<file path="config.mk">
export PLATFORM = sky130hd
export DESIGN_NAME = uart_mem_transfer_ctrl_flat
export DESIGN_NICKNAME = d
export VERILOG_FILES = /design/src/rtl/uart_mem_transfer_ctrl_if.sv /design/src/rtl/uart_mem_transfer_ctrl.sv /design/src/flat_wrapper.sv
export SDC_FILE = /design/constraint.sdc
export NUM_CORES = 1
export LEC_CHECK = 0
export CORE_ASPECT_RATIO = 0.7
export CORE_UTILIZATION = 40
export CTS_CLUSTER_DIAMETER = 50
export DETAILED_ROUTE_END_ITERATION = 12
export PLACE_DENSITY = 0.71
export RECOVER_POWER = 25
export SETUP_SLACK_MARGIN = 0.5
export SYNTH_ARGS = -nofsm -noshare
export SYNTH_HDL_FRONTEND = slang
export SYNTH_SLANG_ARGS = --single-unit
</file>
<file path="constraint.sdc">
create_clock -name clk -period 3.15 [get_ports clk]
set_input_delay 0.4725 -clock clk [delete_from_list [all_inputs] [get_ports clk]]
set_output_delay 0.4725 -clock clk [all_outputs]
set_load 0.03 [all_outputs]
</file>
<file path="src/rtl/uart_mem_transfer_ctrl_if.sv">
// Bundle of the UART word-layer, memory-port and core-start signals seen by the
// load/run/dump sequencer. The master side is the sequencer itself.
interface uart_mem_transfer_ctrl_if #(
  parameter int unsigned DATA_WIDTH = 12,
  parameter int unsigned ADDR_WIDTH = 8
);
  logic                  rx_done;
  logic [DATA_WIDTH-1:0] rx_data;
  logic                  new_rx_data;
  logic                  tx_ready;
  logic                  tx_start_n;
  logic [DATA_WIDTH-1:0] tx_data;
  logic [ADDR_WIDTH-1:0] mem_addr;
  logic                  mem_we;
  logic [DATA_WIDTH-1:0] mem_wdata;
  logic [DATA_WIDTH-1:0] mem_rdata;
  logic                  proc_start;
  logic                  proc_done;
  logic                  busy;
  logic                  err;

  modport master (
    input  rx_done, rx_data, new_rx_data, tx_ready, mem_rdata, proc_done,
    output tx_start_n, tx_data, mem_addr, mem_we, mem_wdata, proc_start, busy, err
  );

  modport slave (
    output rx_done, rx_data, new_rx_data, tx_ready, mem_rdata, proc_done,
    input  tx_start_n, tx_data, mem_addr, mem_we, mem_wdata, proc_start, busy, err
  );
endinterface

</file>
<file path="src/rtl/uart_mem_transfer_ctrl.sv">
// Load/run/dump sequencer: stores received UART words into shared memory, starts
// the cores, waits for them, then streams a memory window back out through the
// encoder's active-low start handshake.
module uart_mem_transfer_ctrl #(
  parameter int unsigned DATA_WIDTH = 12,
  parameter int unsigned ADDR_WIDTH = 8,
  parameter int unsigned LOAD_BASE  = 0,
  parameter int unsigned LOAD_WORDS = 4,
  parameter int unsigned DUMP_BASE  = 0,
  parameter int unsigned DUMP_WORDS = 4
) (
  input logic                     clk,
  input logic                     rst,
  uart_mem_transfer_ctrl_if.master bus
);

  localparam int unsigned CntW = ADDR_WIDTH + 1;
  localparam logic [CntW-1:0]       LoadLast = CntW'(LOAD_WORDS - 1);
  localparam logic [CntW-1:0]       DumpLast = CntW'(DUMP_WORDS - 1);
  localparam logic [ADDR_WIDTH-1:0] LoadBase = ADDR_WIDTH'(LOAD_BASE);
  localparam logic [ADDR_WIDTH-1:0] DumpBase = ADDR_WIDTH'(DUMP_BASE);

  typedef enum logic [3:0] {
    StIdle, StLWait, StLWrite, StLDone, StRun,
    StDAddr, StDData, StDStart, StDGap, StDWait
  } state_e;

  state_e                state_q, state_d;
  logic [CntW-1:0]       cnt_q, cnt_d;
  logic [ADDR_WIDTH-1:0] addr_q, addr_d;
  logic [DATA_WIDTH-1:0] tx_data_q, tx_data_d;
  logic                  err_q, err_d;
  logic                  first_q;  // high only in the first D_DATA cycle

  // Next-state, counter, address and error-flag logic.
  always_comb begin
    state_d   = state_q;
    cnt_d     = cnt_q;
    addr_d    = addr_q;
    tx_data_d = tx_data_q;
    err_d     = err_q;
    unique case (state_q)
      StIdle: begin
        cnt_d  = '0;
        addr_d = LoadBase;
        if (bus.new_rx_data) state_d = StLWait;
      end
      StLWait: begin
        // Address is set up here so it is stable during the write cycle.
        if (bus.rx_done) begin
          state_d = StLWrite;
          addr_d  = LoadBase + cnt_q[ADDR_WIDTH-1:0];
        end
      end
      StLWrite: begin
        if (cnt_q == LoadLast) begin
          state_d = StLDone;
        end else begin
          cnt_d   = cnt_q + CntW'(1);
          state_d = StLWait;
        end
      end
      StLDone: begin
        cnt_d   = '0;
        state_d = StRun;
      end
      StRun: begin
        if (bus.rx_done) err_d = 1'b1;
        if (bus.proc_done) begin
          state_d = StDAddr;
          addr_d  = DumpBase + cnt_q[ADDR_WIDTH-1:0];
        end
      end
      StDAddr: state_d = StDData;
      StDData: begin
        // Synchronous read: data for the D_ADDR address is valid now.
        if (first_q) tx_data_d = bus.mem_rdata;
        if (bus.tx_ready && !bus.new_rx_data) state_d = StDStart;
      end
      StDStart: state_d = StDGap;
      StDGap: begin
        if (bus.rx_done || bus.new_rx_data) err_d = 1'b1;
        state_d = StDWait;
      end
      StDWait: begin
        if (bus.rx_done || bus.new_rx_data) err_d = 1'b1;
        if (bus.tx_ready) begin
          if (cnt_q == DumpLast) begin
            state_d = StIdle;
          end else begin
            cnt_d   = cnt_q + CntW'(1);
            addr_d  = DumpBase + cnt_d[ADDR_WIDTH-1:0];
            state_d = StDAddr;
          end
        end
      end
      default: state_d = StIdle;
    endcase
  end

  // State and datapath registers with synchronous reset.
  always_ff @(posedge clk) begin
    if (rst) begin
      state_q   <= StIdle;
      cnt_q     <= '0;
      addr_q    <= '0;
      tx_data_q <= '0;
      err_q     <= 1'b0;
      first_q   <= 1'b0;
    end else begin
      state_q   <= state_d;
      cnt_q     <= cnt_d;
      addr_q    <= addr_d;
      tx_data_q <= tx_data_d;
      err_q     <= err_d;
      first_q   <= (state_q == StDAddr);
    end
  end

  assign bus.mem_we     = (state_q == StLWrite);
  assign bus.mem_wdata  = (state_q == StLWrite) ? bus.rx_data : '0;
  assign bus.mem_addr   = addr_q;
  assign bus.proc_start = (state_q == StLDone);
  assign bus.tx_start_n = (state_q != StDStart);
  assign bus.tx_data    = tx_data_q;
  assign bus.busy       = (state_q != StIdle);
  assign bus.err        = err_q;

endmodule

</file>
<file path="src/flat_wrapper.sv">
// flat-port wrapper written by rule: the top's interface ports become plain ports
module uart_mem_transfer_ctrl_flat 
#(
  parameter int unsigned DATA_WIDTH = 12,
  parameter int unsigned ADDR_WIDTH = 8,
  parameter int unsigned LOAD_BASE  = 0,
  parameter int unsigned LOAD_WORDS = 4,
  parameter int unsigned DUMP_BASE  = 0,
  parameter int unsigned DUMP_WORDS = 4
)
  (clk, rst, bus_rx_done, bus_rx_data, bus_new_rx_data, bus_tx_ready, bus_mem_rdata, bus_proc_done, bus_tx_start_n, bus_tx_data, bus_mem_addr, bus_mem_we, bus_mem_wdata, bus_proc_start, bus_busy, bus_err);
  uart_mem_transfer_ctrl_if #(.DATA_WIDTH(DATA_WIDTH), .ADDR_WIDTH(ADDR_WIDTH)) bus_i ();
  input logic clk;
  input logic rst;
  input wire logic [$bits(bus_i.rx_done)-1:0] bus_rx_done;
  input wire logic [$bits(bus_i.rx_data)-1:0] bus_rx_data;
  input wire logic [$bits(bus_i.new_rx_data)-1:0] bus_new_rx_data;
  input wire logic [$bits(bus_i.tx_ready)-1:0] bus_tx_ready;
  input wire logic [$bits(bus_i.mem_rdata)-1:0] bus_mem_rdata;
  input wire logic [$bits(bus_i.proc_done)-1:0] bus_proc_done;
  output wire logic [$bits(bus_i.tx_start_n)-1:0] bus_tx_start_n;
  output wire logic [$bits(bus_i.tx_data)-1:0] bus_tx_data;
  output wire logic [$bits(bus_i.mem_addr)-1:0] bus_mem_addr;
  output wire logic [$bits(bus_i.mem_we)-1:0] bus_mem_we;
  output wire logic [$bits(bus_i.mem_wdata)-1:0] bus_mem_wdata;
  output wire logic [$bits(bus_i.proc_start)-1:0] bus_proc_start;
  output wire logic [$bits(bus_i.busy)-1:0] bus_busy;
  output wire logic [$bits(bus_i.err)-1:0] bus_err;
  assign bus_i.rx_done = bus_rx_done;
  assign bus_i.rx_data = bus_rx_data;
  assign bus_i.new_rx_data = bus_new_rx_data;
  assign bus_i.tx_ready = bus_tx_ready;
  assign bus_i.mem_rdata = bus_mem_rdata;
  assign bus_i.proc_done = bus_proc_done;
  assign bus_tx_start_n = bus_i.tx_start_n;
  assign bus_tx_data = bus_i.tx_data;
  assign bus_mem_addr = bus_i.mem_addr;
  assign bus_mem_we = bus_i.mem_we;
  assign bus_mem_wdata = bus_i.mem_wdata;
  assign bus_proc_start = bus_i.proc_start;
  assign bus_busy = bus_i.busy;
  assign bus_err = bus_i.err;
  uart_mem_transfer_ctrl #(.DATA_WIDTH(DATA_WIDTH), .ADDR_WIDTH(ADDR_WIDTH), .LOAD_BASE(LOAD_BASE), .LOAD_WORDS(LOAD_WORDS), .DUMP_BASE(DUMP_BASE), .DUMP_WORDS(DUMP_WORDS)) u_core (.clk(clk), .rst(rst), .bus(bus_i));
endmodule
</file>
==> results of run 1 <==
## report_power, final
part | switching [mW] | internal (mW) | total, mW
Clock | 0.170 | 0.236 | 0.405
Combinational | 0.103 | 0.0941 | 0.198
Sequential | 0.0143 | 0.451 | 0.465
Total | 0.287 | 0.780 | 1.07
## how the worst min path moves through the flow
stage	startpoint	to	slack (ps)	cells after the start
5_1_grt	u_core.bus.mem_addr[0]	u_core.bus.mem_addr[0]	490	2
3_3_place_gp	u_core.bus.mem_addr[4]	u_core.bus.mem_addr[4]	440	2
4_1_cts	u_core.bus.mem_addr[0]	u_core.bus.mem_addr[0]	470	2
6_report	u_core.bus.mem_addr[0]	u_core.bus.mem_addr[0]	460	2
2_1_floorplan	u_core.cnt_q[8]	u_core.cnt_q[8]	470	2
3_5_place_dp	u_core.bus.mem_addr[0]	u_core.bus.mem_addr[0]	460	2
## flip-flops by register name (all words and copies together), names as in the netlist
name and count:
u_core.bus.tx_data 12, u_core.cnt_q 9, u_core.bus.mem_addr 8, u_core.state_q 4, u_core.bus.err 1, u_core.first_q 1
## cells in the mapped netlist, drive strengths merged, types with 7 or more instances
library cell / count
o211ai: 11
nand2: 13
and2: 15
dfxtp: 35
a21oi: 18
mux2i: 16
o21ai: 8
nor2: 19
buf: 10
nand3: 14
clkbuf: 7
## layer usage
metal | up-vias | track usage (%)
met2 | 91 | 30.37
met5 | - | 0
met1 | 928 | 29.98
met4 | 0 | 4.918
li1 | 1019 | -
met3 | 6 | 5.094
## layout by cell type, fill, tap and decap left out, types with 3 or more instances in the layout
cell type,count
inv_1,3
clkbuf_8,5
o211ai_1,11
o21a_1,4
o21ai_0,7
clkdlybuf4s50_1,39
dlymetal6s2s_1,12
or3_1,5
buf_4,5
nor2b_1,5
or2_2,5
mux2i_1,16
nand3_1,14
dfxtp_1,34
nor3_1,5
a21oi_1,16
dlygate4sd3_1,15
or4_1,4
o221ai_1,4
nand2b_1,4
a31oi_1,3
nand2_1,13
and2_1,15
nor2_1,19
## final cells by class
class	instances	area share, %
inverter	4	0.5215
clock inverter	3	1.521
sequential	35	24.38
multi-input combinational	186	42.76
clock buffer	5	2.390
tap	69	2.999
timing repair buffer	72	25.42
## through the flow
stage | worst slack (ps) | cells
6_report | 652.1 | 374
5_1_grt | 520.4 | 374
4_1_cts | 583.4 | 374
3_5_place_dp | 630.3 | 364
3_3_place_gp | 700.3 | 364
2_1_floorplan | 1022 | 242
## worst register-to-register path, delay by kind of cell (launching register included)
| family | cells | cell delay [ps] |
|---|---|---|
| DFF | 1 | 710 |
| buffers and inverters | 1 | 220 |
| and+or+nand+nor | 2 | 840 |
| AOI/OAI and AO/OA | 2 | 310 |
## logic make-up after synthesis
group | Yosys count
xor+xnor | 2
compound gates | 65
buf+inv | 21
simple gates | 101
mux | 17
flops | 35
fa+ha+maj | 1
## timing repair
action	4_1_cts	5_1_grt
setup buffers	2	0
pin swaps	1	0
gates resized for setup	1	12
setup endpoints to repair	14	12
hold buffers	0	0
gates cloned	0	0
==> results_dict.tcl, run 1 <==
set metrics [dict create \
    status "completed" \
    synth_edf_count 0 \
    viasPerCell 5.465 \
    synth_cell_types 51 \
    relSlewSlack_pct 49.58 \
    worstSetupPathType "flop to output pin" \
    first_pass_iters 5 \
    slowest_delay_ps 710 \
    ir_drop_mv 0.1991 \
    synth_top_family_by_area "simple AND/OR/NAND/NOR gates" \
    synth.top_cell.area_share_pct 34.50 \
    synthToLayoutAreaGrowth_pct 41.77 \
    grt_pass1_wl_mm 8.418 \
    drc 0 \
    synthXorXnorAreaFrac_pct 0.8626 \
    cts.htree.levels 2 \
    reg2reg_depth 5 \
    r2r-end "u_core.cnt_q[7]" \
    cts_buffers 5 \
    cts_buffer_depth 2 \
    fin_crit_ps 2498 \
    synthAdderAreaFrac_pct 0.6161 \
    fin_tns_setup_ps 0 \
    hold_violations 0 \
    wl_met3_um 439 \
    first_global_vias 1805 \
    maxSlewViolCount 0 \
    grtUsageTotal_pct 20.52 \
    crit_chain "nand2_1 > nor3_1 > clkdlybuf4s50_1" \
    syn_area_um2 2031 \
    row_count 21 \
    routed.top_layer "met4" \
    cp_max_fo 18 \
    yosysTopAreaCell "dfxtp_1" \
    yosys_register_bits 35 \
    drive_above_1_share_pct 9.508 \
    cts_tree "yes" \
    die_h_um 61.62 \
    globalplace.congestion 0.9466 \
    globalRouteOverflowTotal 0 \
    cap_violations 0 \
    r2r_slack_ps 1010 \
    critical_path.endpoint_type "output pin" \
    cp-endpoint "bus_proc_start" \
    finalCritPeriodShare_pct 79.30 \
    clkLatencyLatePin_ps 290 \
    cp-startpoint "u_core.state_q[0]" \
    power_density_nw_per_um2 370.8 \
    hpwlAfterDp_mm 3.936 \
    slowest_stage "dfxtp_1" \
    layout.nets 335 \
    seq_area_um2 701.9 \
    p_leak_nw 1.315 \
    r2r_start "u_core.state_q[0]" \
    synth_seq_area_share_pct 34.50 \
    fp.dieArea_um2 5370 \
    stdcell_area_um2 2879 \
    antenna_left 0 \
    wl_met1_mm 2.533 \
    wl_per_cell_um 13.91 \
    finalWirelength_mm 5.202 \
    path_buf_inv 1 \
    met2_length_mm 2.179 \
    postPlaceCellArea_um2 2724 \
    fin_worst_skew_ps 11.09 \
    die_x_um 87.16 \
    setup_viol 0 \
    core_area_um2 4835 \
    start_util_pct 42.00 \
    start_kind "flop" \
    min_path_type "flop to flop" \
    cts.sinks 35 \
    clockRootBuffer "clkbuf_8" \
    num_vias 2044 \
    grt_setup_unrepaired "no" \
    syn-num-nets 273 \
    synthFlopType "dfxtp_1" \
    synthTopCellsByArea "dfxtp_1, mux2i_1, and2_1, o211ai_1, a21oi_1" \
    fmax_mhz 400.3 \
    drt_iter0_drc 106 \
    whs_ps 462.0 \
    worstMarginPinSlew_ps 754.2 \
    worstSetupPathDepth 3 \
    cp_top_family "flip-flops" \
    yosys.area_share.simple_pct 28.53 \
    worstPathArrival_ps 2030 \
    yosysWarnings 0 \
    power_mw 1.068 \
    cp.required_ps 2680 \
    num_antenna_cells 0 \
    syn-instance-count 242 \
    antenna_found_initial 0 \
    synth_compound_area_share_pct 22.18 \
    io_buffers 66 \
    synthMuxAreaShare_pct 8.441 \
    fin_util_pct 59.55 \
    grt_max_degree 19 \
    syn_area_per_cell_um2 8.391 \
    async_flop_share_pct 0 \
    path_clk_slew_ps 70 \
    multiInputGateArea_um2 1231 \
    pin_count 67 \
    num-fill-cells 454 \
]
Note: power is estimated with default switching activity, not from simulation.
==> run 2, diff against run 1 <==
--- a/config.mk
+++ b/config.mk
@@ -9,7 +9,7 @@
 export CORE_UTILIZATION = 40
 export CTS_CLUSTER_DIAMETER = 50
 export DETAILED_ROUTE_END_ITERATION = 12
-export PLACE_DENSITY = 0.71
+export PLACE_DENSITY = 0.74
 export RECOVER_POWER = 25
 export SETUP_SLACK_MARGIN = 0.5
 export SYNTH_ARGS = -nofsm -noshare
==> constraint.sdc (replaced) <==
create_clock -name clk -period 2.1 [get_ports clk]
set_input_delay 0.315 -clock clk [delete_from_list [all_inputs] [get_ports clk]]
set_output_delay 0.315 -clock clk [all_outputs]
set_load 0.03 [all_outputs]
==> run 2 against run 1 <==
Against the previous run:
- core utilization grew 14 points
- largest cell class unchanged
- largest power group unchanged
- die area is the same
- critical path type unchanged
- worst setup slack lost 470 ps
- non-clock buffer count grew 43
- highest routed layer unchanged
==> results_dict.tcl, run 2 (synthesis gave the netlist of run 1 again) <==
set metrics [dict create \
    final_cell_mix "buf_4, buf_6, clkdlybuf4s50_1, dfxtp_1, dlygate4sd2_1" \
    cap_violations 0 \
    drive_above_1_share_pct 41.09 \
    r2r_slack_ps 310 \
    post-place-ws_ps 241.8 \
    globalRouteOverflowTotal 0 \
    finalWirelength_mm 7.048 \
    reg2reg_depth 7 \
    cts_tree "yes" \
    r2r-end "u_core.cnt_q[3]" \
    num_antenna_cells 0 \
    path_clk_slew_ps 80 \
    final_common_cell "buf_4" \
    fmax_mhz 521.4 \
    ctsHoldBuffers 0 \
    grtUsageTotal_pct 25.10 \
    row_count 21 \
    wl_per_cell_um 16.90 \
    dp.cells 378 \
    fin_worst_skew_ps 6.844 \
    slowest_delay_ps 360 \
    drc 0 \
    layout.nets 378 \
    cp_top_family "simple AND/OR/NAND/NOR gates" \
    relSlewSlack_pct 72.46 \
    largest_reg_flops 12 \
    power_mw 1.641 \
    cp.required_ps 1780 \
    start_kind "flop" \
    cts.htree.levels 2 \
    first_pass_iters 4 \
    fin_crit_ps 1918 \
    hold_violations 0 \
    pin_count 67 \
    start_util_pct 42.00 \
    clockRootBuffer "clkbuf_8" \
    cp-endpoint "bus_mem_wdata[9]" \
    synthToLayoutAreaGrowth_pct 74.00 \
    viasPerCell 5.647 \
    crit_chain "buf_8 > nor4b_4 > buf_4 > and2_4 > buf_6" \
    drt_iter0_drc 156 \
    cp-startpoint "u_core.state_q[2]" \
    clkLatencyLatePin_ps 290 \
    worstPathArrival_ps 1600 \
    finalCritPeriodShare_pct 91.32 \
    ir_drop_mv 0.3875 \
    maxSlewViolCount 0 \
    worstSetupPathDepth 5 \
    first_global_vias 2066 \
    path_buf_inv 3 \
    globalplace.congestion 0.8484 \
    postPlaceCellArea_um2 2848 \
    power_density_nw_per_um2 464.4 \
    grt_pass1_wl_mm 10.19 \
    grt_max_degree 19 \
    grt_setup_unrepaired "yes" \
    fin_tns_setup_ps 0 \
    status "completed" \
    antenna_found_initial 0 \
    die_x_um 87.16 \
    io_buffers 66 \
    cts_buffers 5 \
    min_path_type "flop to flop" \
    antenna_left 0 \
    setup_viol 0 \
    worstMarginPinSlew_ps 411.7 \
    p_leak_nw 1.490 \
    stdcell_area_um2 3533 \
    fp.dieArea_um2 5370 \
    cts_buffer_depth 2 \
    critical_path.endpoint_type "output pin" \
    slowest_stage "dfxtp_4" \
    worstSetupPathType "flop to output pin" \
    hpwlAfterDp_mm 4.216 \
    core_area_um2 4835 \
    fin_cells 417 \
    die_h_um 61.62 \
    r2r_start "u_core.state_q[2]" \
    cts.sinks 35 \
    finalWorstSetupSlack_ps 182.2 \
    num_vias 2355 \
    cp_max_fo 6 \
]
==> run 2: cell count changes in the layout (fill, tap and decap cells not counted), sizes merged <==
cell           previous run  this run
dlygate4sd3              15         1
dlygate4sd2               0        21
clkinvlp                  0         1
clkdlybuf4s50            39        28
buf                       5        65
clkinv                    3         2
bufinv                    1         0
dlymetal6s2s             12         0
==> run 2: area by class of cell <==
| cell class | count | area [um^2] |
|---|---|---|
| clock buffer | 6 | 82.58 |
| clock inverter | 2 | 16.27 |
| fill | 352 | 1301 |
| inverter | 4 | 15.01 |
| multi-input combinational | 186 | 1513 |
| sequential | 35 | 729.5 |
| tap | 69 | 86.33 |
| timing repair buffer | 115 | 1091 |
==> run 2: how the worst min path moves through the flow <==
stage                           startpoint                endpoint  cells past startpoint
finish              u_core.bus.mem_addr[4]  u_core.bus.mem_addr[4]                      2
global route        u_core.bus.mem_addr[3]  u_core.bus.mem_addr[3]                      2
detailed placement  u_core.bus.mem_addr[4]  u_core.bus.mem_addr[4]                      2
global placement    u_core.bus.mem_addr[3]  u_core.bus.mem_addr[3]                      2
floorplan                 bus_mem_rdata[0]   u_core.bus.tx_data[0]                      2
CTS                 u_core.bus.mem_addr[4]  u_core.bus.mem_addr[4]                      2
==> run 2: power breakdown <==
| group | internal, mW | total, mW | switching, mW | leakage [nW] |
|---|---|---|---|---|
| combinational | 0.198 | 0.398 | 0.200 | 1.15 |
| clock | 0.268 | 0.545 | 0.277 | 0.0474 |
| sequential | 0.672 | 0.698 | 0.0258 | 0.290 |
==> run 2: through the flow <==
stage,hold slack (ps),util [%]
3_5_place_dp,457.0,58.90
4_1_cts,466.6,68.84
6_report,465.4,73.08
2_1_floorplan,458.9,-
5_1_grt,491.2,73.08
3_3_place_gp,455.2,58.90
==> run 2: tightest hold or removal path, cell delays in order (launching register included) <==
cell and delay [ps]:
dfxtp_1 310, nand2_1 50, mux2i_1 60
==> run 2: timing repair <==
item,in CTS,in global routing
resized for setup,104,41
gates cloned,1,1
endpoints found under the setup margin,57,40
pin swaps,27,26
buffers inserted,19,10
hold endpoints to repair,0,0
==> run 2: metal layers <==
| layer | share of wire, % | vias up | track usage [%] |
|---|---|---|---|
| met5 | 0 | - | 0 |
| met2 | 47 | 99 | 42.52 |
| li1 | - | 1108 | - |
| met1 | 44 | 1140 | 33.12 |
| met4 | 0.82 | 0 | 5.855 |
| met3 | 7.4 | 8 | 5.764 |
